==> src/rtl/uart_tx_cfg.sv <==
// UART transmitter: programmable baud divider, parity (none/even/odd), 1/2 stop bits, FIFO input.
// First start bit one clock after a push into an idle, empty queue; s_ready_o drops while the FIFO is full.

// Generic synchronous FIFO; registered occupancy count, head word visible while rd_vld_o is high.
module uart_tx_fifo #(
  parameter int WIDTH = 8,
  parameter int DEPTH = 4
) (
  input  logic                         clk,
  input  logic                         rst,
  input  logic                         wr_vld_i,
  output logic                         wr_rdy_o,
  input  logic [WIDTH-1:0]             wr_dat_i,
  output logic                         rd_vld_o,
  input  logic                         rd_rdy_i,
  output logic [WIDTH-1:0]             rd_dat_o,
  output logic [$clog2(DEPTH+1)-1:0]   level_o
);
  localparam int AW = $clog2(DEPTH);
  localparam int LW = $clog2(DEPTH + 1);

  logic [WIDTH-1:0] mem_q [DEPTH];
  logic [AW-1:0]    wr_ptr_q, rd_ptr_q;
  logic [LW-1:0]    cnt_q;
  logic             push, pop;

  assign wr_rdy_o = (cnt_q != LW'(DEPTH));
  assign rd_vld_o = (cnt_q != '0);
  assign rd_dat_o = mem_q[rd_ptr_q];
  assign level_o  = cnt_q;
  assign push     = wr_vld_i && wr_rdy_o;
  assign pop      = rd_rdy_i && rd_vld_o;

  always_ff @(posedge clk or posedge rst) begin
    if (rst) begin
      wr_ptr_q <= '0;
      rd_ptr_q <= '0;
      cnt_q    <= '0;
    end else begin
      if (push) wr_ptr_q <= wr_ptr_q + AW'(1);
      if (pop)  rd_ptr_q <= rd_ptr_q + AW'(1);
      case ({push, pop})
        2'b10:   cnt_q <= cnt_q + LW'(1);
        2'b01:   cnt_q <= cnt_q - LW'(1);
        default: cnt_q <= cnt_q;
      endcase
    end
  end

  always_ff @(posedge clk) begin
    if (push) mem_q[wr_ptr_q] <= wr_dat_i;
  end
endmodule

module uart_tx_cfg #(
  parameter int DATA_BITS  = 8,
  parameter int FIFO_DEPTH = 4,
  parameter int DIV_WIDTH  = 16
) (
  input  logic                              clk,
  input  logic                              rst,
  input  logic [DIV_WIDTH-1:0]              cfg_div_i,
  input  logic [1:0]                        cfg_parity_i,
  input  logic                              cfg_stop2_i,
  input  logic [DATA_BITS-1:0]              s_data_i,
  input  logic                              s_valid_i,
  output logic                              s_ready_o,
  output logic                              serial_out_o,
  output logic                              tx_active_o,
  output logic                              tx_done_o,
  output logic [$clog2(FIFO_DEPTH+1)-1:0]   fifo_level_o
);
  localparam int BW = $clog2(DATA_BITS);
  localparam logic [BW-1:0] LAST_BIT = BW'(DATA_BITS - 1);

  typedef enum logic [2:0] {IDLE, START, DATA, PARITY, STOP} state_e;

  typedef struct packed {
    logic [DIV_WIDTH-1:0] div;
    logic [1:0]           parity;
    logic                 stop2;
  } cfg_t;

  state_e               state_q, state_d;
  logic [DIV_WIDTH-1:0] cnt_q, cnt_d;
  logic [BW-1:0]        bit_idx_q, bit_idx_d;
  logic                 stop2nd_q, stop2nd_d;
  logic [DATA_BITS-1:0] shift_q, shift_d;
  cfg_t                 cfg_q, cfg_d, cfg_now;
  logic                 serial_q, serial_d;
  logic                 active_q, active_d;
  logic                 done_q, done_d;
  logic                 fifo_vld, pop, load, bit_end;
  logic [DATA_BITS-1:0] fifo_dat;

  uart_tx_fifo #(.WIDTH(DATA_BITS), .DEPTH(FIFO_DEPTH)) u_fifo (
    .clk      (clk),
    .rst      (rst),
    .wr_vld_i (s_valid_i),
    .wr_rdy_o (s_ready_o),
    .wr_dat_i (s_data_i),
    .rd_vld_o (fifo_vld),
    .rd_rdy_i (pop),
    .rd_dat_o (fifo_dat),
    .level_o  (fifo_level_o)
  );

  // A divider of zero is stored as one so the bit timer never needs a special case.
  always_comb begin
    cfg_now.div    = (cfg_div_i == '0) ? DIV_WIDTH'(1) : cfg_div_i;
    cfg_now.parity = cfg_parity_i;
    cfg_now.stop2  = cfg_stop2_i;
  end

  function automatic logic par_en(input logic [1:0] p);
    return (p == 2'b01) || (p == 2'b10);
  endfunction

  assign bit_end = (cnt_q == cfg_q.div - DIV_WIDTH'(1));

  always_comb begin
    state_d   = state_q;
    cnt_d     = cnt_q + DIV_WIDTH'(1);
    bit_idx_d = bit_idx_q;
    stop2nd_d = stop2nd_q;
    shift_d   = shift_q;
    cfg_d     = cfg_q;
    load      = 1'b0;
    pop       = 1'b0;
    case (state_q)
      IDLE: begin
        cnt_d = '0;
        load  = fifo_vld;
      end
      START: if (bit_end) begin
        cnt_d     = '0;
        bit_idx_d = '0;
        state_d   = DATA;
      end
      DATA: if (bit_end) begin
        cnt_d = '0;
        if (bit_idx_q != LAST_BIT) begin
          bit_idx_d = bit_idx_q + BW'(1);
        end else begin
          state_d   = par_en(cfg_q.parity) ? PARITY : STOP;
          stop2nd_d = 1'b0;
        end
      end
      PARITY: if (bit_end) begin
        cnt_d     = '0;
        state_d   = STOP;
        stop2nd_d = 1'b0;
      end
      STOP: if (bit_end) begin
        cnt_d = '0;
        if (cfg_q.stop2 && !stop2nd_q) stop2nd_d = 1'b1;
        else if (fifo_vld)             load      = 1'b1;
        else                           state_d   = IDLE;
      end
      default: state_d = IDLE;
    endcase
    if (load) begin
      pop     = 1'b1;
      shift_d = fifo_dat;
      cfg_d   = cfg_now;
      state_d = START;
    end

    // Outputs are derived from next state so they can be registered without a cycle of lag.
    case (state_d)
      START:   serial_d = 1'b0;
      DATA:    serial_d = shift_d[bit_idx_d];
      PARITY:  serial_d = (cfg_d.parity == 2'b10) ? ~^shift_d : ^shift_d;
      default: serial_d = 1'b1;
    endcase
    active_d = (state_d != IDLE);
    done_d   = (state_d == STOP) && (cnt_d == cfg_d.div - DIV_WIDTH'(1)) &&
               (!cfg_d.stop2 || stop2nd_d);
  end

  always_ff @(posedge clk or posedge rst) begin
    if (rst) begin
      state_q   <= IDLE;
      cnt_q     <= '0;
      bit_idx_q <= '0;
      stop2nd_q <= 1'b0;
      shift_q   <= '0;
      cfg_q     <= '0;
      serial_q  <= 1'b1;
      active_q  <= 1'b0;
      done_q    <= 1'b0;
    end else begin
      state_q   <= state_d;
      cnt_q     <= cnt_d;
      bit_idx_q <= bit_idx_d;
      stop2nd_q <= stop2nd_d;
      shift_q   <= shift_d;
      cfg_q     <= cfg_d;
      serial_q  <= serial_d;
      active_q  <= active_d;
      done_q    <= done_d;
    end
  end

  assign serial_out_o = serial_q;
  assign tx_active_o  = active_q;
  assign tx_done_o    = done_q;
endmodule

==> config.mk <==
export PLATFORM = sky130hd
export DESIGN_NAME = uart_tx_cfg
export DESIGN_NICKNAME = d
export VERILOG_FILES = /design/src/rtl/uart_tx_cfg.sv
export SDC_FILE = /design/constraint.sdc
export NUM_CORES = 1
export LEC_CHECK = 0
export ABC_AREA = 1
export CAP_MARGIN = 20
export CORE_MARGIN = 2
export CORE_UTILIZATION = 50
export CTS_BUF_LIST = sky130_fd_sc_hd__clkbuf_2
export DETAILED_ROUTE_END_ITERATION = 16
export PLACE_DENSITY_LB_ADDON = 0.3
export SLEW_MARGIN = 20
export SYNTH_ARGS = -nofsm -noshare
export SYNTH_HDL_FRONTEND = slang
export SYNTH_SLANG_ARGS = --single-unit
==> constraint.sdc <==
create_clock -name clk -period 4.34 [get_ports clk]
set_input_delay 0.868 -clock clk [delete_from_list [all_inputs] [get_ports clk]]
set_output_delay 0.868 -clock clk [all_outputs]
set_load 0.1 [all_outputs]
==> flow_metrics.env <==
export IMPL_run_status="completed"
export IMPL_dp_cells=988
export IMPL_pre_cts_slack_ns=0.619
export IMPL_post_cts_buffers=0
export IMPL_grt_max_degree=40
export IMPL_slew_headroom_pct=34.9
export IMPL_antenna_cells=0
export IMPL_hold_viol=0
export IMPL_worst_slew_pin_slew_ns=0.973
export IMPL_post_route_min_period_ns=3.73
export IMPL_cts_resized_gates=0
export IMPL_layout_commonest_cell="nand2_1"
export IMPL_core_sq_um=11900
export IMPL_crit_type="register to register"
export IMPL_ys_warnings_count=0
export IMPL_rsz0062_at_grt="false"
export IMPL_wl_per_cell_um=13.3
export IMPL_power_density_nw_per_um2=626
export IMPL_critPathMaxFanout=37
export IMPL_tns_ns=0
export IMPL_layout_nets=892
export IMPL_worst_setup_path_end_kind="register"
export IMPL_drtPass1Iterations=5
export IMPL_antenna_left=0
export IMPL_final_cells=1004
export IMPL_grt_ovfl_total=0
export IMPL_area_growth_syn_to_layout_pct=9.73
export IMPL_h_tree_depth=3
export IMPL_cts_sinks=92
export IMPL_worst_ep_required_time_ns=4.87
export IMPL_num_io_pins=37
export IMPL_synth_edff_count=32
export IMPL_drv_slew=0
export IMPL_drt_iter0_markers=348
export IMPL_skew_ns=0.0292
export IMPL_synth_nets=855
export IMPL_die_width_um=114
export IMPL_synth_ff_type="dfrtp_1"
export IMPL_initial_utilization_pct=50.7
export IMPL_cap_viol_max_count=0
export IMPL_multiInputGateArea_sq_um=3050
export IMPL_grt_pass1_vias=4755
export IMPL_ys_ff_latch=92
export IMPL_fin_area_sq_um=6630
export IMPL_hold_path_class="register to register"
export IMPL_grtUsageTotal_pct=22.1
export IMPL_place_hpwl_mm=10.5
export IMPL_ir_drop_mv=0.570
export IMPL_netlist_area_sq_um=6040
export IMPL_die_h_um=114
export IMPL_period_share_pct=85.9
export IMPL_worstSkewPairLatency_ns=0.57
export IMPL_async_flop_share_pct=65.2
export IMPL_antenna_found_initial=0
export IMPL_fin_ws_ns=0.613
export IMPL_synth_seq_area_share_pct=40.8
export IMPL_hold_buffers=0
export IMPL_setup_viol=0
export IMPL_synth_top_area_share_pct=24.4
export IMPL_start_kind="register"
export IMPL_vias_per_cell=5.05
export IMPL_placed_area_sq_um=6530
export IMPL_utilization_pct=55.7
export IMPL_seq_area_sq_um=2460
export IMPL_syn_inst=815
export IMPL_tritoncts="yes"
export IMPL_vias=5071
export IMPL_clockRootBuffer="clkbuf_2"
export IMPL_cts_buffer_depth=2
export IMPL_path_clk_slew_ns=0.24
export IMPL_gp_congestion=0.894
export IMPL_final_cell_mix="nand2_1, inv_1, nor2_1"
export IMPL_routed_wl_mm=13.4
export IMPL_synth_largest_area_cell="dfrtp_1"
export IMPL_p_leak_nw=3.24
export IMPL_grt_pass1_wl_mm=22.6
export IMPL_max_freq_ghz=0.268
export IMPL_cp_arrival_ns=4.25
export IMPL_synth_area_per_cell_sq_um=7.42
export IMPL_drc=0
export IMPL_io_buffers=36
export IMPL_synth_area_leaders="dfrtp_1, nand2_1, edfxtp_1"
export IMPL_synth_cell_types=45
export IMPL_numCtsBuffers=9
export IMPL_fp_row_count=40
export IMPL_die_area_sq_um=13000
export IMPL_fillers=1169
export IMPL_layout_drive_gt1_share_pct=8.40
[cells in the mapped netlist (2+ instances only)]
cell type and number:
a21oi_1 19, a32o_1 6, and2_1 2, buf_4 2, buf_6 2, clkbuf_1 6
dfrtp_1 59, edfxtp_1 32, ha_1 9, inv_1 113, inv_2 5, nand2_1 259
nand2_2 14, nand2_4 4, nand3_1 60, nand3_2 3, nand3b_1 5, nand4_1 9
nor2_1 89, nor2_2 7, nor2_4 6, nor2_8 2, nor3_1 6, nor4_1 4
o211ai_1 3, o21ai_0 20, o21ai_1 7, o21ai_2 4, or2_2 3, xnor2_1 13
xor2_1 28
[area by class of cell]
cell class	instances	share of cell area, %
multi-input combinational	591	46.0
timing repair buffer	38	5.66
inverter	120	6.83
clock inverter	5	0.792
sequential	92	37.1
clock buffer	11	0.830
tap	147	2.77
[stage by stage]
step                power (W)  hold WS [ns]
global placement      0.00371         0.485
finish                0.00415         0.526
CTS                   0.00416         0.535
detailed placement    0.00374         0.492
global route          0.00456         0.562
floorplan             0.00324         0.466
[registers in the layout (all words and copies together), names as in the netlist]
| register | flops |
|---|---|
| cnt_q | 16 |
| bit_idx_q | 3 |
| tx_done_o | 1 |
| serial_out_o | 1 |
| cfg_q | 19 |
| state_q | 3 |
| stop2nd_q | 1 |
| u_fifo.mem_q | 32 |
| u_fifo.rd_ptr_q | 2 |
| u_fifo.level_o | 3 |
| shift_q | 8 |
| tx_active_o | 1 |
| u_fifo.wr_ptr_q | 2 |
[power by group]
group          internal (W)  total [W]  switching (W)
clock              0.000135   0.000412       0.000276
sequential          0.00116    0.00142       0.000257
combinational      0.000788    0.00232        0.00154
[worst max-delay path, stage by stage, from the launching register on]
cell	delay [ns]
dfrtp_1	0.42
inv_1	0.19
ha_1	0.28
nand2_1	0.07
inv_1	0.03
nor2_1	0.07
nand2_1	0.08
nor2_1	0.12
nand3_1	0.09
nor2_1	0.11
nand2_1	0.09
nor2_4	0.15
nand3_4	0.21
nand2_8	0.30
nand2_2	0.12
nand2_4	0.10
ha_1	0.23
nand3_1	0.10
nor2_1	0.13
nand2_1	0.12
nor2_4	0.17
nand3_1	0.11
nand2_1	0.08
nand2_1	0.04
nor2_1	0.09
nand3_1	0.08
nor2_1	0.09
[logic make-up (layout without fill, tap and decap cells)]
group	Yosys count	after routing	share of synthesized area (%)
and+or+nand+nor	477	477	35.6
buffers and inverters	132	174	8.80
DFF	92	92	40.8
AOI/OAI and AO/OA	62	62	6.31
xor gates and xnor gates	42	42	6.31
adders and majority gates	10	10	2.19
[layer usage]
metal | GRT usage, % | up-vias | wire length (um)
met5 | 0 | - | 0
met4 | 7.80 | 0 | 278
met3 | 2.87 | 21 | 412
met2 | 36.9 | 75 | 6340
met1 | 29.6 | 2339 | 6370
li1 | - | 2636 | -
[path summary, 6_finish.rpt]
kind / end / start / slack, ns / cells after the start
setup / recovery: tx_done_o$_DFF_PP0_ / cfg_q[3]$_DFF_PP0_ / 0.61 / 26
hold / removal: u_fifo.level_o[0]$_DFFE_PP0P_ / u_fifo.level_o[0]$_DFFE_PP0P_ / 0.53 / 1
setup reg to reg: tx_done_o$_DFF_PP0_ / cfg_q[3]$_DFF_PP0_ / 0.61 / 26
hold reg to reg: u_fifo.level_o[0]$_DFFE_PP0P_ / u_fifo.level_o[0]$_DFFE_PP0P_ / 0.53 / 1
max in group asynchronous: state_q[2]$_DFF_PP0_ / rst / 2.77 / 3
min in group asynchronous: cnt_q[8]$_DFF_PP0_ / rst / 0.75 / 2
Note: power is estimated with default switching activity, not from simulation.
